[src/rtl/xpar_uart_pkg.sv]
// Shared register map, status bit positions and FSM encoding for the parallel-bus UART.
package xpar_uart_pkg;

    // Register offsets on addr[1:0]
    localparam logic [1:0] UART_DATA = 2'd0;
    localparam logic [1:0] UART_STAT = 2'd1;
    localparam logic [1:0] UART_DIV  = 2'd2;

    // STATUS bit positions
    localparam int ST_TX_READY = 0;
    localparam int ST_RX_VALID = 1;
    localparam int ST_RX_OVF   = 2;
    localparam int ST_FRM_ERR  = 3;
    localparam int ST_TX_DROP  = 4;

    // Smallest divisor the bit counters can work with
    localparam int DIV_MIN = 4;

    // Common frame FSM encoding for TX and RX
    typedef enum logic [1:0] {
        S_IDLE  = 2'd0,
        S_START = 2'd1,
        S_DATA  = 2'd2,
        S_STOP  = 2'd3
    } uart_state_t;

endpackage

[src/rtl/xuart_rx.sv]
// Receive path: 2-flop synchroniser, falling-edge start detect and 8N1 deframer.
// Emits a one-cycle done pulse with the frame-error flag on the stop-bit sample edge.
module xuart_rx
    import xpar_uart_pkg::*;
#(
    parameter int DIV_W = 16
) (
    input  logic             clk,
    input  logic             rst,
    input  logic             rxd,
    input  logic [DIV_W-1:0] div,
    output logic [7:0]       rx_byte,
    output logic             rx_done,
    output logic             rx_frm_err
);

    localparam logic [DIV_W-1:0] ONE = 1;

    // sync_q[1] is the synchronised line, sync_q[2] its previous value for edge detect
    logic [2:0]       sync_q;
    logic             rxd_s;
    logic             rxd_prev;

    uart_state_t      state_q, state_d;
    logic [DIV_W-1:0] cnt_q, cnt_d;
    logic [2:0]       bit_q, bit_d;
    logic [7:0]       sh_q, sh_d;

    assign rxd_s    = sync_q[1];
    assign rxd_prev = sync_q[2];
    assign rx_byte  = sh_q;

    // Synchroniser chain; idles high so reset never looks like a start bit
    always_ff @(posedge clk or negedge rst) begin
        if (!rst) sync_q <= '1;
        else      sync_q <= {sync_q[1:0], rxd};
    end

    // FSM and datapath registers
    always_ff @(posedge clk or negedge rst) begin
        if (!rst) begin
            state_q <= S_IDLE;
            cnt_q   <= '0;
            bit_q   <= '0;
            sh_q    <= '0;
        end else begin
            state_q <= state_d;
            cnt_q   <= cnt_d;
            bit_q   <= bit_d;
            sh_q    <= sh_d;
        end
    end

    // Next-state: start bit checked at mid-bit, then one sample per divisor period
    always_comb begin
        state_d    = state_q;
        cnt_d      = cnt_q;
        bit_d      = bit_q;
        sh_d       = sh_q;
        rx_done    = 1'b0;
        rx_frm_err = 1'b0;
        case (state_q)
            S_IDLE: begin
                if (!rxd_s && rxd_prev) begin
                    state_d = S_START;
                    cnt_d   = (div >> 1) - ONE;
                end
            end
            S_START: begin
                if (cnt_q == '0) begin
                    if (rxd_s) begin
                        // too short to be a start bit
                        state_d = S_IDLE;
                    end else begin
                        state_d = S_DATA;
                        cnt_d   = div - ONE;
                        bit_d   = '0;
                    end
                end else begin
                    cnt_d = cnt_q - ONE;
                end
            end
            S_DATA: begin
                if (cnt_q == '0) begin
                    sh_d  = {rxd_s, sh_q[7:1]};
                    cnt_d = div - ONE;
                    if (bit_q == 3'd7) state_d = S_STOP;
                    else               bit_d   = bit_q + 3'd1;
                end else begin
                    cnt_d = cnt_q - ONE;
                end
            end
            S_STOP: begin
                if (cnt_q == '0) begin
                    rx_done    = 1'b1;
                    rx_frm_err = !rxd_s;
                    state_d    = S_IDLE;
                end else begin
                    cnt_d = cnt_q - ONE;
                end
            end
            default: state_d = S_IDLE;
        endcase
    end

endmodule

[src/rtl/xpar_uart.sv]
// Memory-mapped UART on the processor parallel port: register file, read mux and TX FSM.
// The receive deframer lives in xuart_rx.
module xpar_uart
    import xpar_uart_pkg::*;
#(
    parameter int               DATA_W  = 32,
    parameter int               DIV_W   = 16,
    parameter logic [DIV_W-1:0] DIV_RST = 16'd868
) (
    input  logic              clk,
    input  logic              rst,
    input  logic [1:0]        addr,
    input  logic              re,
    input  logic              we,
    input  logic [DATA_W-1:0] data_in,
    output logic [DATA_W-1:0] data_out,
    input  logic              rxd,
    output logic              txd
);

    localparam logic [DIV_W-1:0] ONE     = 1;
    localparam logic [DIV_W-1:0] DIV_LOW = DIV_W'(DIV_MIN);

    logic             wr_data, wr_stat, wr_div, rd_data;
    logic [DIV_W-1:0] div_q;
    logic [7:0]       hold_q;
    logic             hold_full;
    logic             tx_drop, rx_ovf, frm_err, rx_valid;
    logic [7:0]       rx_byte_q;
    logic [4:0]       status;

    uart_state_t      tx_state_q, tx_state_d;
    logic [DIV_W-1:0] tx_cnt_q, tx_cnt_d;
    logic [2:0]       tx_bit_q, tx_bit_d;
    logic [7:0]       tx_sh_q, tx_sh_d;
    logic             txd_q, txd_d;
    logic             tx_load;

    logic [7:0]       rx_byte;
    logic             rx_done, rx_frm_err;

    // Bits above the divisor width carry no register content
    logic             unused_bits;
    assign unused_bits = ^data_in[DATA_W-1:DIV_W];

    assign wr_data = we && (addr == UART_DATA);
    assign wr_stat = we && (addr == UART_STAT);
    assign wr_div  = we && (addr == UART_DIV);
    assign rd_data = re && (addr == UART_DATA);
    assign txd     = txd_q;

    assign status = {tx_drop, frm_err, rx_ovf, rx_valid, !hold_full};

    xuart_rx #(.DIV_W(DIV_W)) u_rx (
        .clk        (clk),
        .rst        (rst),
        .rxd        (rxd),
        .div        (div_q),
        .rx_byte    (rx_byte),
        .rx_done    (rx_done),
        .rx_frm_err (rx_frm_err)
    );

    // Read mux, purely combinational and zero outside a read strobe
    always_comb begin
        data_out = '0;
        if (re) begin
            case (addr)
                UART_DATA: data_out[7:0]       = rx_byte_q;
                UART_STAT: data_out[4:0]       = status;
                UART_DIV:  data_out[DIV_W-1:0] = div_q;
                default:   data_out            = '0;
            endcase
        end
    end

    // Divisor register, clamped so half-bit timing stays meaningful
    always_ff @(posedge clk or negedge rst) begin
        if (!rst)        div_q <= DIV_RST;
        else if (wr_div) div_q <= (data_in[DIV_W-1:0] < DIV_LOW) ? DIV_LOW : data_in[DIV_W-1:0];
    end

    // TX holding register; a write while it is still full is lost and flagged
    always_ff @(posedge clk or negedge rst) begin
        if (!rst) begin
            hold_q    <= '0;
            hold_full <= 1'b0;
            tx_drop   <= 1'b0;
        end else begin
            if (tx_load) hold_full <= 1'b0;
            if (wr_data && !hold_full) begin
                hold_q    <= data_in[7:0];
                hold_full <= 1'b1;
            end
            if (wr_stat && data_in[ST_TX_DROP]) tx_drop <= 1'b0;
            if (wr_data && hold_full)           tx_drop <= 1'b1;
        end
    end

    // RX byte and flags; a read on the delivery edge frees the slot for the new byte
    always_ff @(posedge clk or negedge rst) begin
        if (!rst) begin
            rx_byte_q <= '0;
            rx_valid  <= 1'b0;
            rx_ovf    <= 1'b0;
            frm_err   <= 1'b0;
        end else begin
            if (wr_stat && data_in[ST_RX_OVF])  rx_ovf  <= 1'b0;
            if (wr_stat && data_in[ST_FRM_ERR]) frm_err <= 1'b0;
            if (rx_done) begin
                if (!rx_valid || rd_data) begin
                    rx_byte_q <= rx_byte;
                    rx_valid  <= 1'b1;
                end else begin
                    rx_ovf <= 1'b1;
                end
                if (rx_frm_err) frm_err <= 1'b1;
            end else if (rd_data) begin
                rx_valid <= 1'b0;
            end
        end
    end

    // TX FSM registers; txd resets high without waiting for a clock
    always_ff @(posedge clk or negedge rst) begin
        if (!rst) begin
            tx_state_q <= S_IDLE;
            tx_cnt_q   <= '0;
            tx_bit_q   <= '0;
            tx_sh_q    <= '0;
            txd_q      <= 1'b1;
        end else begin
            tx_state_q <= tx_state_d;
            tx_cnt_q   <= tx_cnt_d;
            tx_bit_q   <= tx_bit_d;
            tx_sh_q    <= tx_sh_d;
            txd_q      <= txd_d;
        end
    end

    // TX next-state: each slot lasts div cycles; a pending byte follows STOP with no gap
    always_comb begin
        tx_state_d = tx_state_q;
        tx_cnt_d   = tx_cnt_q;
        tx_bit_d   = tx_bit_q;
        tx_sh_d    = tx_sh_q;
        txd_d      = txd_q;
        tx_load    = 1'b0;
        case (tx_state_q)
            S_IDLE: begin
                txd_d = 1'b1;
                if (hold_full) begin
                    tx_load    = 1'b1;
                    tx_state_d = S_START;
                    tx_cnt_d   = div_q - ONE;
                    tx_sh_d    = hold_q;
                    txd_d      = 1'b0;
                end
            end
            S_START: begin
                if (tx_cnt_q == '0) begin
                    tx_state_d = S_DATA;
                    tx_cnt_d   = div_q - ONE;
                    tx_bit_d   = '0;
                    txd_d      = tx_sh_q[0];
                end else begin
                    tx_cnt_d = tx_cnt_q - ONE;
                end
            end
            S_DATA: begin
                if (tx_cnt_q == '0) begin
                    tx_cnt_d = div_q - ONE;
                    if (tx_bit_q == 3'd7) begin
                        tx_state_d = S_STOP;
                        txd_d      = 1'b1;
                    end else begin
                        tx_bit_d = tx_bit_q + 3'd1;
                        tx_sh_d  = {1'b0, tx_sh_q[7:1]};
                        txd_d    = tx_sh_q[1];
                    end
                end else begin
                    tx_cnt_d = tx_cnt_q - ONE;
                end
            end
            S_STOP: begin
                if (tx_cnt_q == '0) begin
                    if (hold_full) begin
                        tx_load    = 1'b1;
                        tx_state_d = S_START;
                        tx_cnt_d   = div_q - ONE;
                        tx_sh_d    = hold_q;
                        txd_d      = 1'b0;
                    end else begin
                        tx_state_d = S_IDLE;
                        txd_d      = 1'b1;
                    end
                end else begin
                    tx_cnt_d = tx_cnt_q - ONE;
                end
            end
            default: tx_state_d = S_IDLE;
        endcase
    end

endmodule
[config.mk]
export PLATFORM = sky130hd
export DESIGN_NAME = xpar_uart
export DESIGN_NICKNAME = d
export VERILOG_FILES = /design/src/rtl/xpar_uart_pkg.sv /design/src/rtl/xuart_rx.sv /design/src/rtl/xpar_uart.sv
export SDC_FILE = /design/constraint.sdc
export NUM_CORES = 1
export LEC_CHECK = 0
export CORE_ASPECT_RATIO = 0.6
export CORE_UTILIZATION = 58
export DETAILED_ROUTE_END_ITERATION = 12
export GPL_ROUTABILITY_DRIVEN = 0
export PLACE_DENSITY = 0.83
export SLEW_MARGIN = 20
export SYNTH_ARGS = -nofsm -noshare
export SYNTH_HDL_FRONTEND = slang
export SYNTH_HIERARCHICAL = 1
export SYNTH_SLANG_ARGS = --single-unit
[constraint.sdc]
create_clock -name clk -period 2.96 [get_ports clk]
set_input_delay 0.444 -clock clk [delete_from_list [all_inputs] [get_ports clk]]
set_output_delay 0.444 -clock clk [all_outputs]
set_load 0.02 [all_outputs]
## Word-level counts from Yosys, hierarchy flattened

Index checks and enable logic that the tools add are counted.

| operators by class | value |
|---|---|
| $add $sub $neg | 6 |
| reduce and logical (&&, ||, !) cells | 36 |
| $lt $le $gt $ge | 1 |
| equal/unequal tests | 26 |
| mux-type cells | 69 |

Operators with widths:

| kind | number |
|---|---|
| 2-to-1 mux 16 bit | 10 |
| one-hot mux 16 bit (4 select lines) | 1 |
| one-hot mux 16 bit (3 select lines) | 1 |
| subtractor 16 x 1 -> 16 bit (second input constant) | 3 |
| 2-to-1 mux 8 bit | 5 |
| logical NOT 16 bit | 2 |
| 2-to-1 mux 1 bit | 25 |
| one-hot mux 8 bit (3 select lines) | 1 |
| 2-to-1 mux 2 bit | 11 |
| 2-to-1 mux 3 bit | 7 |
| inequality test 2 bit (second input constant) | 9 |
| one-hot mux 3 bit (2 select lines) | 3 |
| less-than comparator 16 x 3 -> 1 bit (second input constant) | 1 |
| one-hot mux 2 bit (4 select lines) | 2 |
| subtractor 15 x 1 -> 16 bit (second input constant) | 1 |
| one-hot mux 5 bit (3 select lines) | 1 |
| AND reduction 5 bit | 3 |
| inequality test 2 x 1 -> 1 bit (second input constant) | 6 |
| == test 2 bit (second input constant) | 5 |
| logical AND 1 bit | 10 |
| nonzero test 2 bit | 5 |
| AND reduction 4 bit | 2 |
| adder 3 x 1 -> 3 bit (second input constant) | 2 |
| == test 2 x 1 -> 1 bit (second input constant) | 3 |
| 11 further kinds | 19 |

| storage, ports and cells | value |
|---|---|
| input bits | 39 |
| register bits | 99 |
| logic and storage cells | 156 |
| output and inout port bits | 33 |

## Longest topological paths before layout

Gate-level depths: netlist of run 1.

| logic depth | value |
|---|---|
| depth after elaboration | 6 |
| mapped depth | 9 |
| depth with buffers taken out | 8 |

## By module

Netlist of run 1, hierarchy kept.

Modules (own cells, without submodules):

| module | times used | sequential area each (µm²) | area each (µm²) | cells an instance |
|---|---|---|---|---|
| xpar_uart | 1 | 1684.1 | 4370.4 | 465 |
| xuart_rx | 1 | 804.5 | 2528.7 | 291 |

## Worst setup path before layout of run 1

OpenSTA, ideal clock, no wires.

| timing | value |
|---|---|
| path type | register -> register |
| start | register div_q[1] |
| end | register u_rx.cnt_q[11] |
| data arrival time | 2.171 ns |
| path buffers | 0 |
| stages on the path, launching flop included | 9 |
| library setup time | 0.121 ns |
| setup slack | 0.668 ns |
| data required time | 2.839 ns |
| clock period less this slack | 2.292 ns |
| cell sequence | dfrtp_1 -> inv_1 -> ha_1 -> nor4b_1 -> nand2_1 -> nor3_1 -> xor2_1 -> a221o_1 -> a22o_1 |

| between the ends | value |
|---|---|
| longest elaborated chain between the ends | 4 |
| elaborated cells on any way between the ends | 7 |
| classes of those cells | add/sub (2); mux (5) |

RTL lines:

| element | line | text |
|---|---|---|
| start: declaration | xpar_uart.sv:25 | `logic [DIV_W-1:0] div_q;` |
| start signal: assignment | xpar_uart.sv:80 | `else if (wr_div) div_q <= (data_in[DIV_W-1:0] < DIV_LOW) ? DIV_LOW : data_in[DIV_W-1:0];` |
| subtractor 16 x 1 -> 16 bit | xuart_rx.sv:76, xuart_rx.sv:86 |  |
| 2-to-1 mux 16 bit | xuart_rx.sv:71 | `if (rxd_s) begin` |
| 2-to-1 mux 16 bit | xuart_rx.sv:70 | `if (cnt_q == '0) begin` |
| one-hot mux 16 bit (4 select lines) * | xuart_rx.sv:62 | `case (state_q)` |
| end signal: assignment | xuart_rx.sv:48 | `cnt_q <= cnt_d;` |
| end: declaration | xuart_rx.sv:25 | `logic [DIV_W-1:0] cnt_q, cnt_d;` |

Mark *: on every way between the ends. The rest lies on a longest branch, timed or not. The select of a mux whose other input is x is not followed.
A chain may end at the register's enable or synchronous reset.

## Worst setup path after layout of run 1

| timing | value |
|---|---|
| start | register tx_cnt_q[0] |
| end | register tx_sh_q[7] |

| between the ends | value |
|---|---|
| longest elaborated chain between the ends | 3 |
| elaborated cells on any way between the ends | 4 |
| classes of those cells | eq/ne (2); reduce/logical (2) |

RTL lines:

| element | line | text |
|---|---|---|
| start: declaration | xpar_uart.sv:33 | `logic [DIV_W-1:0] tx_cnt_q, tx_cnt_d;` |
| start signal: assignment | xpar_uart.sv:134 | `tx_cnt_q <= tx_cnt_d;` |
| logical NOT 16 bit * | xpar_uart.sv:171, xpar_uart.sv:186 |  |
| inequality test 2 bit (no source line) | - |  |
| AND reduction 4 bit (no source line) * | - |  |
| end signal: assignment | xpar_uart.sv:136 | `tx_sh_q <= tx_sh_d;` |
| end: declaration | xpar_uart.sv:35 | `logic [7:0] tx_sh_q, tx_sh_d;` |

Mark *: on every way between the ends. The rest lies on a longest branch, timed or not.

==> summary.txt, run 1 <==
Clocking
  – Post-CTS Resized: 0
  – CTS tree: yes
  – Cts bufs inserted: 9
  – Hold_buf cts: 0
  – Worst-path clk slew: 0.08 ns
  – H-Tree Depth: 3
  – Worst-Skew Late Latency: 0.36 ns
  – CTS sink cnt: 99
  – Number of setup buffers added after CTS: 0
  – Root Driver: clkbuf_16
  – CTS Buffer Depth: 2

Route
  – Post-Route WL: 18,700 µm
  – Drt pass-1 iters: 9
  – Routed len/inst: 19.5 µm
  – Vias/cell: 6.36
  – DR iter-0 viols: 691
  – DR DRC count: 0
  – Antenna viol nets, final: 0
  – Via count: 6,108

Place
  – DP Wirelength: 13,600 µm
  – IO buf count: 39

Power
  – Sw Share: 0.461
  – Flop pwr share: 0.323
  – Cell Int Power: 3.95 mW
  – LEAKAGE: 3.23 nW
  – Combinational share of power: 0.514
  – Net load switching power: 3.38 mW
  – PwrDens: 944 nW/µm²
  – Clock power share: 0.162
  – Peak VDD IR: 432 µV

Global routing
  – Vias in the first global route: 5,973
  – Grt ovf: 0
  – Largest net degree at the start of global routing: 55
  – Global-route wire length before repair: 30,100 µm
  – Initial antenna violation count: 0
  – GRT Util Overall: 0.319

Synthesis
  – Seq/Total Area, Yosys: 0.361
  – Syn Area/Cell: 9.13 µm²
  – Post-synth cell types: 79
  – Post-synthesis cell count: 756
  – Post-synth EDFFs: 0
  – Mapped cell area: 6900 µm²
  – FF+latch count, synth: 99
  – Ys flop type: dfrtp_1
  – Synth warn: 6
  – Async set-reset flop share out of synthesis: 1.00

STA
  – RSZ-0062 raised after global routing: no
  – Period utilisation layout: 0.945
  – Worst slew margin: 0.487
  – Final hold vios: 0
  – Slew Limit Fails: 0
  – Endpoints failing setup: 0
  – Final min period: 2.80 ns
  – Max Clock Skew: 0.00909 ns
  – Max Freq: 0.358 GHz
  – Worst Tran Pin Value: 0.769 ns
  – Worst hold margin: 0.126 ns
  – Final TNS setup: 0 ns

Setup path
  – Cells along the critical path: inv_1 -> ha_1 -> nor4b_1 -> nand4_2 -> or2_2 -> a21oi_4 -> nand3b_1 -> o21ai_0
  – Setup slack, reg-to-reg: 0.16 ns
  – CP startpoint kind: flop
  – Crit end category: flop
  – Arr. time, crit path: 3.07 ns
  – Slowest cell on crit path: nor4b_1
  – Slowest stage delay, CP: 0.54 ns
  – Worst R2R Start: tx_cnt_q[0]$_DFF_PN0_
  – Worst reg2reg path endpoint: tx_sh_q[7]$_DFFE_PN0P_
  – Kind of critical path: flop to flop
  – CP max FO: 16
  – Worst Reg-to-Reg Cells: 8
  – Required @ worst endpoint: 3.23 ns

Floorplan
  – Initial core utilization: 0.603
  – I/O pin total: 72
  – FP Rows: 30
  – Chip width: 143 µm
  – Die height: 86.5 µm
  – Full die area: 12,300 µm²
  – Placeable core area: 11,400 µm²

Min path
  – Min-Delay Path Class: input port to asynchronous set/reset pin

Cells and area
  – Layout cells sized above 1: 0.151
  – FILL cells: 890
  – Ant diodes: 0
  – Net count, final: 856
  – Area Growth Syn to Fin: 12.5%

Outcome
  – Run status: finished, final reports clean

Job
  – Max-cap violations: 0
## power by group through the flow
stage | clock network [mW] | logic (mW) | registers, mW
after global routing | 1.26 | 4.10 | 2.43
after global placement | 0 | 3.44 | 2.33
after detailed placement | 0 | 3.65 | 2.37
after floorplan | 0 | 2.86 | 2.19
final | 1.19 | 3.77 | 2.37
after CTS | 1.21 | 3.68 | 2.35
## how the worst max path moves through the flow
| stage | startpoint | to | slack [ns] |
|---|---|---|---|
| 2_1_floorplan | div_q[1]$_DFFE_PN0P_ | u_rx/cnt_q[11]$_DFFE_PN0P_ | 0.67 |
| 3_3_place_gp | addr[1] | data_out[11] | 0.19 |
| 3_5_place_dp | addr[1] | data_out[9] | 0.1 |
| 4_1_cts | addr[1] | data_out[9] | 0.08 |
| 5_1_grt | tx_cnt_q[0]$_DFF_PN0_ | tx_sh_q[7]$_DFFE_PN0P_ | 0.01 |
| 6_report | tx_cnt_q[0]$_DFF_PN0_ | tx_sh_q[7]$_DFFE_PN0P_ | 0.16 |
## per-stage QoR
step | instance area (µm²) | total power, mW | utilization | setup WS, ns | std cells
floorplan | 6960 | 5.05 | - | 0.668 | 771
global placement | 7460 | 5.77 | 0.652 | 0.185 | 944
detailed placement | 7460 | 6.02 | 0.652 | 0.0973 | 944
CTS | 7760 | 7.24 | 0.678 | 0.0815 | 960
global route | 7760 | 7.79 | 0.678 | 0.0116 | 960
finish | 7760 | 7.33 | 0.678 | 0.163 | 960
## cells by family (layout without fill, tap and decap cells)
family,Yosys count,count (layout),share of synthesized area
AND/OR/NAND/NOR,262,262,0.208
AO/OA/AOI/OAI,178,178,0.170
buffers and inverters,79,108,0.0568
multiplexers,59,59,0.0929
flip-flops,99,99,0.361
XOR/XNOR,56,56,0.0711
adder cells (fa/ha/maj),22,22,0.0399
other,1,16,0.000544
## flip-flops by register name, summed over array words and instances (netlist names), 2 cells and up, named ones only
register	flops
u_rx/rx_byte	8
rx_byte_q	8
tx_cnt_q	16
hold_q	8
tx_bit_q	3
u_rx/bit_q	3
tx_state_q	2
u_rx/sync_q	3
div_q	16
tx_sh_q	8
u_rx/cnt_q	16
## synthesized netlist by cell type, types with 5 or more instances
| cell type | instances | share of area |
|---|---|---|
| nor4_1 | 10 | 0.0091 |
| clkbuf_1 | 22 | 0.012 |
| and2_1 | 12 | 0.011 |
| o21ai_0 | 44 | 0.032 |
| a21oi_1 | 55 | 0.040 |
| dfstp_2 | 9 | 0.034 |
| nor4b_1 | 6 | 0.0076 |
| mux2i_1 | 19 | 0.028 |
| buf_4 | 16 | 0.017 |
| dfrtp_1 | 90 | 0.33 |
| nor3b_1 | 6 | 0.0065 |
| mux2_2 | 39 | 0.064 |
| o221ai_1 | 5 | 0.0063 |
| a22o_1 | 13 | 0.017 |
| xor2_1 | 25 | 0.032 |
| ha_1 | 22 | 0.040 |
| nand2_1 | 66 | 0.036 |
| nor2_1 | 65 | 0.035 |
| nand2b_1 | 10 | 0.0091 |
| buf_2 | 10 | 0.0073 |
| nor2b_1 | 6 | 0.0054 |
| nand3b_1 | 5 | 0.0054 |
| nor3_1 | 27 | 0.020 |
| xnor2_1 | 31 | 0.039 |
| inv_1 | 25 | 0.014 |
| nand3_1 | 14 | 0.010 |
| a221oi_1 | 8 | 0.010 |
## final cells by class
type / instances / area, µm² / area share
Timing Repair Buffer: 65 / 598 / 0.0770
Clock inverter: 7 / 70.1 / 0.00903
Clock buffer: 9 / 225 / 0.0290
Sequential cell: 99 / 2490 / 0.321
Inverter: 27 / 101 / 0.0131
Multi-Input combinational cell: 593 / 4080 / 0.525
Tap cell: 160 / 200 / 0.0258
## worst max-delay path, delay by kind of cell, from the launching register on
| family | cells | cell delay [ns] |
|---|---|---|
| buffers and inverters | 1 | 0.10 |
| AO/OA/AOI/OAI | 2 | 0.48 |
| adder cells (fa/ha/maj) | 1 | 0.25 |
| flip-flops | 1 | 0.44 |
| AND/OR/NAND/NOR | 4 | 1.42 |
## cells in the final DEF (no fill, tap or decap), types with 26 or more instances in the layout
master / count
xnor2_1: 31
buf_4: 26
clkdlybuf4s50_1: 37
nor3_1: 27
mux2_2: 39
dfrtp_1: 90
nor2_1: 65
nand2_1: 66
a21oi_1: 55
o21ai_0: 44
## routing by layer
layer | GRT usage | wire [µm] | vias up
met2 | 0.500 | 8260 | 379
li1 | - | - | 2764
met1 | 0.439 | 8120 | 2922
met4 | 0.0968 | 340 | 0
met3 | 0.0768 | 1970 | 43
met5 | 0 | 0 | -
Power figures use the tool's default switching activity.
==> run 2: changes to the inputs <==
==> constraint.sdc (replaced) <==
create_clock -name clk -period 2.8 [get_ports clk]
set_input_delay 0.42 -clock clk [delete_from_list [all_inputs] [get_ports clk]]
set_output_delay 0.42 -clock clk [all_outputs]
set_load 0.02 [all_outputs]
==> summary.txt, run 2 (same netlist as run 1, synthesis figures left out) <==
Job
  – Max-cap violations: 0

Clocking
  – CTS sink cnt: 99
  – Root Driver: clkbuf_16
  – H-Tree Depth: 3
  – Worst-Skew Late Latency: 0.35 ns
  – Worst-path clk slew: 0.07 ns
  – CTS tree: yes
  – Cts bufs inserted: 9
  – Number of setup buffers added after CTS: 0
  – CTS Buffer Depth: 2

Global routing
  – Grt met1 use: 0.447
  – Vias in the first global route: 5,894
  – Initial antenna violation count: 0
  – GRT Util Overall: 0.311
  – Met3 Resource Use GR: 0.0812
  – Met2 Usage GRT: 0.465
  – Grt ovf: 0
  – Global-route wire length before repair: 29,700 µm
  – Largest net degree at the start of global routing: 56
  – GR peak layer: met2

STA
  – Final min period: 2.71 ns
  – Worst slew margin: 0.534
  – Final TNS setup: 0 ns
  – Worst Tran Pin Value: 0.698 ns
  – Worst hold margin: 0.0741 ns
  – Period utilisation layout: 0.966
  – Max Clock Skew: 0.0109 ns
  – RSZ-0062 raised after global routing: yes
  – Endpoints failing setup: 0
  – Max Freq: 0.370 GHz
  – Slew Limit Fails: 0
  – Final hold vios: 0

Setup path
  – Kind of critical path: input port to output pin
  – Crit end category: output pin
  – Worst R2R Start: tx_cnt_q[0]$_DFF_PN0_
  – Worst Reg-to-Reg Cells: 8
  – Setup slack, reg-to-reg: 0.27 ns
  – Worst reg2reg path endpoint: tx_state_q[0]$_DFFE_PN0P_
  – Arr. time, crit path: 2.29 ns
  – CP max FO: 6
  – Crit path to: data_out[4]
  – CP startpoint kind: input port
  – Worst Setup SP: addr[0]
  – Required @ worst endpoint: 2.38 ns

Power
  – LEAKAGE: 3.27 nW
  – Peak VDD IR: 456 µV
  – PwrDens: 984 nW/µm²

Route
  – Antenna viol nets, final: 0
  – Vias/cell: 6.26
  – Post-Route WL: 17,900 µm
  – Routed len/inst: 18.5 µm
  – DR iter-0 viols: 600
  – Via count: 6,081
  – Drt pass-1 iters: 5
  – DR DRC count: 0

Outcome
  – Run status: finished, final reports clean

Cells and area
  – Layout cells sized above 1: 0.163
  – Commonest non-fill, non-tap cell in the layout: dfrtp_1
  – Largest registers: div_q x16, tx_cnt_q x16, u_rx/cnt_q x16
  – Area Growth Syn to Fin: 13.6%
  – Net count, final: 867
  – Post-route insts no fill: 971
  – FILL cells: 883
  – Most frequent cells in the layout: 90 x dfrtp_1, 66 x nand2_1, 65 x nor2_1, 55 x a21oi_1, 44 x o21ai_0
  – Post-route design area: 7840 µm²
  – Ant diodes: 0
  – Core Util, Final: 0.685

Place
  – Dpl cell area: 7550 µm²
  – IO buf count: 39
  – Dpl cells: 955
  – DP Wirelength: 13,200 µm

Floorplan
  – Initial core utilization: 0.603
  – I/O pin total: 72
  – Full die area: 12,300 µm²
  – Die height: 86.5 µm
  – Chip width: 143 µm
  – FP Rows: 30
  – Placeable core area: 11,400 µm²

Min path
  – Min-Delay Path Class: input port to asynchronous set/reset pin
[run 2: report_power, final]
part / leakage (nW) / switching [mW] / total (mW) / internal, mW
clock network: 0.140 / 0.592 / 1.22 / 0.623
registers: 1.23 / 0.564 / 2.46 / 1.89
logic: 1.90 / 2.35 / 4.04 / 1.69
total: 3.27 / 3.50 / 7.71 / 4.21
[run 2: timing repair]
item / 4_1_cts / 5_1_grt
hold buffers: 0 / 0
gates resized for setup: 0 / 1
endpoints found under the setup margin: 0 / 10
hold endpoints to repair: 0 / 0
[run 2: how the worst min path moves through the flow]
stage	start	end	slack [ns]	cells past startpoint
after detailed placement	u_rx/sync_q[0]$_DFF_PN1_	u_rx/sync_q[1]$_DFF_PN1_	0.35	0
final	rst	asynchronous set/reset pin	0.07	1
after global placement	u_rx/sync_q[0]$_DFF_PN1_	u_rx/sync_q[1]$_DFF_PN1_	0.35	0
after CTS	rst	hold_q[7]$_DFFE_PN0P_	0.09	1
after global routing	rst	asynchronous set/reset pin	0.11	1
after floorplan	rst	div_q[0]$_DFFE_PN0P_	0.12	0
[run 2: cell type report]
type | instances | area, µm² | share of cell area
clock buffer | 10 | 229 | 0.0292
multi-input combinational | 593 | 4090 | 0.521
timing repair buffer | 76 | 678 | 0.0865
sequential | 99 | 2490 | 0.318
tap | 160 | 200 | 0.0255
clock inverter | 6 | 55.1 | 0.00702
inverter | 27 | 101 | 0.0129
[run 2: worst max-delay path, stage by stage]
cell	delay (ns)
clkdlybuf4s50_1	0.55
nor2b_1	0.23
buf_4	0.17
nand2_1	0.05
o21ai_0	0.06
and2_1	0.19
clkdlybuf4s50_1	0.62
[run 2: metrics by stage]
step                      power (mW)  worst slack (ns)
after CTS                       7.60             0.116
after global placement          6.16             0.175
after global routing            8.26          -0.00948
final                           7.71            0.0942
after detailed placement        6.37             0.117
after floorplan                 5.34             0.508
[run 2: layer usage]
metal | vias to the layer above | wire length [µm]
li1 | 2793 | -
met1 | 2926 | 8110
met2 | 331 | 7710
met4 | 0 | 238
met5 | - | 0
met3 | 31 | 1870
==> run 3: changes to the inputs <==
--- a/config.mk
+++ b/config.mk
@@ -7,6 +7,7 @@
 export LEC_CHECK = 0
 export CORE_ASPECT_RATIO = 0.6
 export CORE_UTILIZATION = 58
+export CTS_CLUSTER_SIZE = 28
 export DETAILED_ROUTE_END_ITERATION = 12
 export GPL_ROUTABILITY_DRIVEN = 0
 export PLACE_DENSITY = 0.83
==> results of run 3 <==
No change in the layout: final DEF, timing and power equal those of run 2.
